===== config.mk =====
export PLATFORM = sky130hd
export DESIGN_NAME = multicycle_ctrl_fsm
export DESIGN_NICKNAME = d
export VERILOG_FILES = /design/src/rtl/multicycle_ctrl_fsm.sv
export SDC_FILE = /design/constraint.sdc
export NUM_CORES = 1
export LEC_CHECK = 0
export ABC_CLOCK_PERIOD_IN_PS = 2700
export CAP_MARGIN = 10
export CORE_MARGIN = 1
export CORE_UTILIZATION = 50
export CTS_CLUSTER_DIAMETER = 80
export DETAILED_ROUTE_END_ITERATION = 6
export PLACE_DENSITY = 0.9
export SETUP_SLACK_MARGIN = 0.4
export SKIP_LAST_GASP = 1
export SYNTH_ARGS = -nofsm -noshare
export SYNTH_HDL_FRONTEND = slang
export SYNTH_SLANG_ARGS = --single-unit

===== constraint.sdc =====
create_clock -name clk -period 2.7 [get_ports clk]
set_input_delay 0.675 -clock clk [delete_from_list [all_inputs] [get_ports clk]]
set_output_delay 0.675 -clock clk [all_outputs]
set_load 0.1 [all_outputs]

===== src/rtl/multicycle_ctrl_fsm.sv =====
// Multi-cycle MIPS control sequencer: steps each instruction through fetch/decode/exec/mem/wb,
// handshakes with the shared memory port and drives all datapath enables and mux selects.
module multicycle_ctrl_fsm #(
  parameter int unsigned CNT_W       = 32,
  parameter int unsigned MEM_TIMEOUT = 255
) (
  input  logic             clk,
  input  logic             rst,
  input  logic             run,
  input  logic [5:0]       opcode,
  input  logic             mem_ready,
  output logic             mem_req,
  output logic             mem_we,
  output logic             iord,
  output logic             ir_write,
  output logic             pc_write,
  output logic             pc_write_cond,
  output logic [1:0]       pc_src,
  output logic [1:0]       alu_src_b,
  output logic [1:0]       alu_op,
  output logic             reg_write,
  output logic             reg_dst,
  output logic             mem_to_reg,
  output logic             illegal_op,
  output logic             bus_fault,
  output logic [CNT_W-1:0] retired_cnt,
  output logic [2:0]       state_o
);

  typedef enum logic [2:0] {
    StIdle   = 3'd0,
    StFetch  = 3'd1,
    StDecode = 3'd2,
    StExec   = 3'd3,
    StMem    = 3'd4,
    StWb     = 3'd5,
    StBrj    = 3'd6,
    StHalt   = 3'd7
  } state_e;

  typedef enum logic [2:0] {
    ClsNone, ClsR, ClsI, ClsBr, ClsJ, ClsLd, ClsSt, ClsIll
  } cls_e;

  localparam int unsigned WaitW       = (MEM_TIMEOUT > 1) ? $clog2(MEM_TIMEOUT + 1) : 1;
  localparam bit          TimeoutEn   = (MEM_TIMEOUT != 0);
  localparam int unsigned TimeoutLast = TimeoutEn ? MEM_TIMEOUT - 1 : 0;

  state_e           state_q, state_d;
  cls_e             cls_q, cls_d, dec_cls;
  logic [WaitW-1:0] wait_q, wait_d;
  logic [CNT_W-1:0] cnt_q, cnt_d;
  logic             ill_q, ill_d;
  logic             bf_q, bf_d;
  logic             retire;
  logic             timeout;

  always_comb begin
    dec_cls = ClsIll;
    casez (opcode)
      6'b000000: dec_cls = ClsR;
      6'b001???: dec_cls = ClsI;
      6'b0001??: dec_cls = ClsBr;
      6'b00001?: dec_cls = ClsJ;
      6'b100???: dec_cls = ClsLd;
      6'b101???: dec_cls = ClsSt;
      default:   dec_cls = ClsIll;
    endcase
  end

  // The current cycle is the MEM_TIMEOUT-th consecutive wait cycle.
  assign timeout = TimeoutEn && (wait_q == WaitW'(TimeoutLast));

  always_comb begin
    state_d       = state_q;
    cls_d         = cls_q;
    wait_d        = '0;
    ill_d         = ill_q;
    bf_d          = bf_q;
    retire        = 1'b0;
    mem_req       = 1'b0;
    mem_we        = 1'b0;
    iord          = 1'b0;
    ir_write      = 1'b0;
    pc_write      = 1'b0;
    pc_write_cond = 1'b0;
    pc_src        = 2'b00;
    alu_src_b     = 2'b00;
    alu_op        = 2'b00;
    reg_write     = 1'b0;
    reg_dst       = 1'b0;
    mem_to_reg    = 1'b0;

    unique case (state_q)
      StIdle: begin
        if (run) state_d = StFetch;
      end
      StFetch: begin
        mem_req   = 1'b1;
        alu_src_b = 2'b01;
        if (mem_ready) begin
          ir_write = 1'b1;
          pc_write = 1'b1;
          state_d  = StDecode;
        end else if (timeout) begin
          bf_d    = 1'b1;
          state_d = StHalt;
        end else begin
          wait_d = wait_q + 1'b1;
        end
      end
      StDecode: begin
        alu_src_b = 2'b10;
        cls_d     = dec_cls;
        unique case (dec_cls)
          ClsR, ClsI, ClsLd, ClsSt: state_d = StExec;
          ClsBr, ClsJ:              state_d = StBrj;
          default: begin
            ill_d   = 1'b1;
            state_d = StHalt;
          end
        endcase
      end
      StExec: begin
        unique case (cls_q)
          ClsR: begin
            alu_op  = 2'b10;
            state_d = StWb;
          end
          ClsI: begin
            alu_src_b = 2'b10;
            alu_op    = 2'b11;
            state_d   = StWb;
          end
          ClsLd, ClsSt: begin
            alu_src_b = 2'b10;
            state_d   = StMem;
          end
          default: state_d = StHalt;
        endcase
      end
      StMem: begin
        mem_req = 1'b1;
        iord    = 1'b1;
        mem_we  = (cls_q == ClsSt);
        if (mem_ready) begin
          if (cls_q == ClsLd) state_d = StWb;
          else                retire  = 1'b1;
        end else if (timeout) begin
          bf_d    = 1'b1;
          state_d = StHalt;
        end else begin
          wait_d = wait_q + 1'b1;
        end
      end
      StWb: begin
        reg_write  = 1'b1;
        reg_dst    = (cls_q == ClsR);
        mem_to_reg = (cls_q == ClsLd);
        retire     = 1'b1;
      end
      StBrj: begin
        if (cls_q == ClsBr) begin
          alu_op        = 2'b01;
          pc_write_cond = 1'b1;
          pc_src        = 2'b01;
        end else begin
          pc_write = 1'b1;
          pc_src   = 2'b10;
        end
        retire = 1'b1;
      end
      StHalt: begin
        state_d = StHalt;
      end
      default: state_d = StHalt;
    endcase

    if (retire) state_d = run ? StFetch : StIdle;
    cnt_d = retire ? cnt_q + CNT_W'(1) : cnt_q;
  end

  always_ff @(posedge clk or posedge rst) begin
    if (rst) begin
      state_q <= StIdle;
      cls_q   <= ClsNone;
      wait_q  <= '0;
      cnt_q   <= '0;
      ill_q   <= 1'b0;
      bf_q    <= 1'b0;
    end else begin
      state_q <= state_d;
      cls_q   <= cls_d;
      wait_q  <= wait_d;
      cnt_q   <= cnt_d;
      ill_q   <= ill_d;
      bf_q    <= bf_d;
    end
  end

  assign illegal_op  = ill_q;
  assign bus_fault   = bf_q;
  assign retired_cnt = cnt_q;
  assign state_o     = state_q;

endmodule

==> results by stage <==
Outcome:
- The flow ran to the end, and the final reports show no timing, DRC or antenna violations.

GRT:
- In the global route stage, met1 resource usage came out at 0.318.
- The first global-routing pass estimated 10100 um of wire.
- The overall global routing resource usage is 0.246.
- In the global route stage, met3 resource usage came out at 0.0414.
- Global routing finished with a remaining overflow of 0.
- In this run the most used layer during global routing was met2.
- The maximum number of pins on one net before global-route repair is 28.
- The number of antenna violations at the first check in global routing is 0.
- For this run, global-route usage on met2 was measured as 0.418.
- The number of global-route vias before repair came to 2183.

STA:
- The final max-slew violation count is 0.
- In this run the tightest slew margin relative to its limit is 0.613.
- After layout, the worst setup slack is 0.425 ns.
- For the pin with the worst max-slew slack, the measured transition is 0.576 ns.
- Setup repair after global routing left no endpoint under its margin.
- The tightest hold path in the finished design has a slack of 0.478 ns.
- The share of the clock period used by the worst path is 0.843.
- The final-layout setup total negative slack is 0 ns.
- The clock arrives with 0.0128 ns of skew.
- The hold violation count in the final report came to 0.
- The post-route minimum period is 2.27 ns.
- Setup violations remaining at the end of the flow were counted as 0.
- Static timing analysis puts the maximum clock frequency at 440 MHz.

Clock network:
- The clock sink count is 48.
- The clock passes through at most 2 buffers.
- The clock tree from TritonCTS is done.
- The count of hold-fix buffers inserted at cts is 0.
- The clock-pin transition on the worst setup and hold timing paths is 0.09 ns.
- The tree is rooted in a clkbuf_8.
- The maximum level of the CTS H-tree is 2.
- The number of buffers inserted during clock tree synthesis is 5.
- At the later pin of the worst-skew pair, clock insertion delay measures 0.30 ns.

Setup path:
- The signal on the critical path passes through buf_4 -> nand2b_1 -> a31oi_4 -> buf_12.
- The cell with the largest stage delay on the worst path is dfrtp_4.
- The highest net fanout along the worst path is 7.
- The data required time of the critical path is 2.03 ns.
- The largest single stage delay on the critical path is 0.53 ns.
- The type of the worst setup path is reg -> out.
- The element type at the critical path end is an output port.
- For the worst setup path, the data arrival time is 1.60 ns.
- The worst setup path is launched from a register.

Final layout:
- Once layout is complete, the utilization of the core stands at 0.773.
- The count of cells in the finished layout, fillers not included, comes to 400.
- The final instance area is 3720 sq um.
- The storage element area is 1220 sq um.
- The multi-input combinational cells in the finished layout cover a total of 1450 sq um.
- From synthesis to final layout, the design area changed by 46.7%.
- After filler insertion, the fill cell instance count of the layout stands at 308.
- The number of diodes is 0.
- At the end of the flow, the number of nets in the layout was 345.
- The ratio of cells with drive above 1 in the final layout is 0.384.

Synth:
- The commonest cells after synthesis are 48 x dfrtp_1, 28 x xnor2_1, 27 x nor2_1.
- The count of flip-flops with a built-in enable after synthesis is 0.
- The top cell type's share of synthesized area is 0.473.
- The most frequently used flop master after synthesis is dfrtp_1.
- By instance count, the leading cell after synthesis is dfrtp_1.
- For this run, asynchronously set or reset flops after synthesis account for 1.00.
- During synthesis, Yosys emitted a total of 0 warnings.
- The largest total area in the synthesized netlist belongs to dfrtp_1.
- Summing every instance area after synthesis gives 2540 sq um.
- The sequential area share after synthesis is 0.473.
- After synthesis, the cell types taking the most area are dfrtp_1 47%, xnor2_1 9.7%, nor2_1 4.0%.
- The number of nets in the synthesized netlist is 262.
- The average size of a mapped cell is 10.2 sq um.
- The synthesized netlist contains 44 unique library cells.
- The instance count of the mapped netlist is 249.
- In this run, synthesis produced a sequential element count of 48.

Drt:
- The count of TritonRoute iterations in the first routing pass is 4.
- The number of nets still failing antenna checks after routing is 0.
- For this block, the routed nets add up to 6810 um of wire.
- Dividing the detail-routed via count by the number of cells gives 5.73.
- The final route contains 2290 vias.
- The average wire length per cell after detail routing is 17.0 um.
- The remaining design rule violation count is 0.
- The DRC marker count from the first detailed-route iteration is 115.

Flow run:
- Max-cap violations in this run came to 0.

Placed design:
- Prior to clock tree synthesis, the placed netlist has a worst setup slack of 0.255 ns.
- The placed instances occupy a cell area of 3460 sq um.
- The final weighted congestion in routability-driven placement is 0.897.
- During placement, the flow inserted port buffers numbering 61.
- The detailed placer's ending HPWL is 4310 um.
- Once placement completed, the tool counted placed cells totaling 373.

Power and ir drop:
- The worst-case IR drop observed on VDD is 673 uV.
- The total power is 3.94 mW.
- The cell leakage power is 1.66 nW.
- In this run the power density over the cells is 1060 nW/um^2.

Die:
- The effective utilization at floorplan is 0.527.
- The initialized floorplan defines 25 standard-cell rows.
- The die covers 5360 sq um.
- The die is 73.2 um wide.
- The number of ports placed on the die boundary is 62.
- The placeable core region is 4820 sq um.
- The die is 73.2 um tall.

Worst hold path:
- The path category of the worst min-delay check is reg -> reg.
critical path: cells and delay by family, from the launching register on:
kind	cells	cell delay (ns)
flops	1	0.53
buf+inv	2	0.37
compound gates	1	0.21
simple gates	1	0.20
sequential cells by signal, indices dropped and copies added (netlist names):
register	flops
retired_cnt	32
wait_q	8
cls_q	3
state_o	3
bus_fault	1
illegal_op	1
where the power goes:
group | internal, mW | leakage (nW) | total (mW) | switching [mW]
registers | 0.839 | 0.629 | 1.02 | 0.180
clock network | 0.209 | 0.0445 | 0.448 | 0.240
logic | 0.803 | 0.988 | 2.47 | 1.67
total | 1.85 | 1.66 | 3.94 | 2.09
layout make-up:
cell class	instances	share of cell area
inverters	7	0.00874
clock buffers	7	0.0232
flip-flops and latches	48	0.328
well taps	67	0.0225
repair buffers	82	0.225
multi-input cells	188	0.390
clock inverters	1	0.00202
layer usage:
metal / wire length, um / up-vias
met4: 130 / 0
met2: 3480 / 99
met3: 435 / 18
li1: - / 1050
met5: 0 / -
met1: 2760 / 1123
placed cells by master (no fill, tap or decap), types with 3 or more instances in the layout:
master / count
dfrtp_1: 37
nand4_1: 13
dfrtp_2: 8
and4_1: 7
nor4_4: 3
and3_1: 7
nand2b_1: 3
nand2_1: 14
xor2_1: 9
buf_4: 56
o21ai_0: 3
clkdlybuf4s50_1: 8
dfrtp_4: 3
nand2_2: 3
nor3_1: 6
nor2_1: 23
inv_1: 4
nor2_4: 3
clkbuf_8: 6
ha_1: 3
nor3_4: 4
a21oi_1: 8
xnor2_1: 28
buf_12: 16
nand3_1: 16
path summary, 6_finish.rpt:
| check | start | endpoint | slack, ns | cells after the start |
|---|---|---|---|---|
| worst max-delay path | state_o[2]$_DFFE_PP0P_ | alu_src_b[1] | 0.43 | 4 |
| worst min-delay path | retired_cnt[31]$_DFFE_PP0P_ | retired_cnt[31]$_DFFE_PP0P_ | 0.48 | 1 |
| worst max register to register | state_o[1]$_DFFE_PP0P_ | retired_cnt[26]$_DFFE_PP0P_ | 0.64 | 6 |
| worst min register to register | retired_cnt[31]$_DFFE_PP0P_ | retired_cnt[31]$_DFFE_PP0P_ | 0.48 | 1 |
| max in group asynchronous | rst | state_o[2]$_DFFE_PP0P_ | 1.46 | 3 |
| min in group asynchronous | rst | retired_cnt[19]$_DFFE_PP0P_ | 0.70 | 2 |
logic make-up after synthesis:
logic type	Yosys count	synth area share
simple gates	120	0.277
flops	48	0.473
xor+xnor	38	0.131
compound gates	26	0.0745
buf+inv	13	0.0251
fa+ha+maj	3	0.0148
mux	1	0.00444
what timing repair did:
| action | in CTS | in global routing |
|---|---|---|
| resized for setup | 8 | 3 |
| buffers inserted | 10 | 9 |
| pin swaps | 2 | 2 |
| setup endpoints to repair | 10 | 7 |
Power figures use the tool's default switching activity.
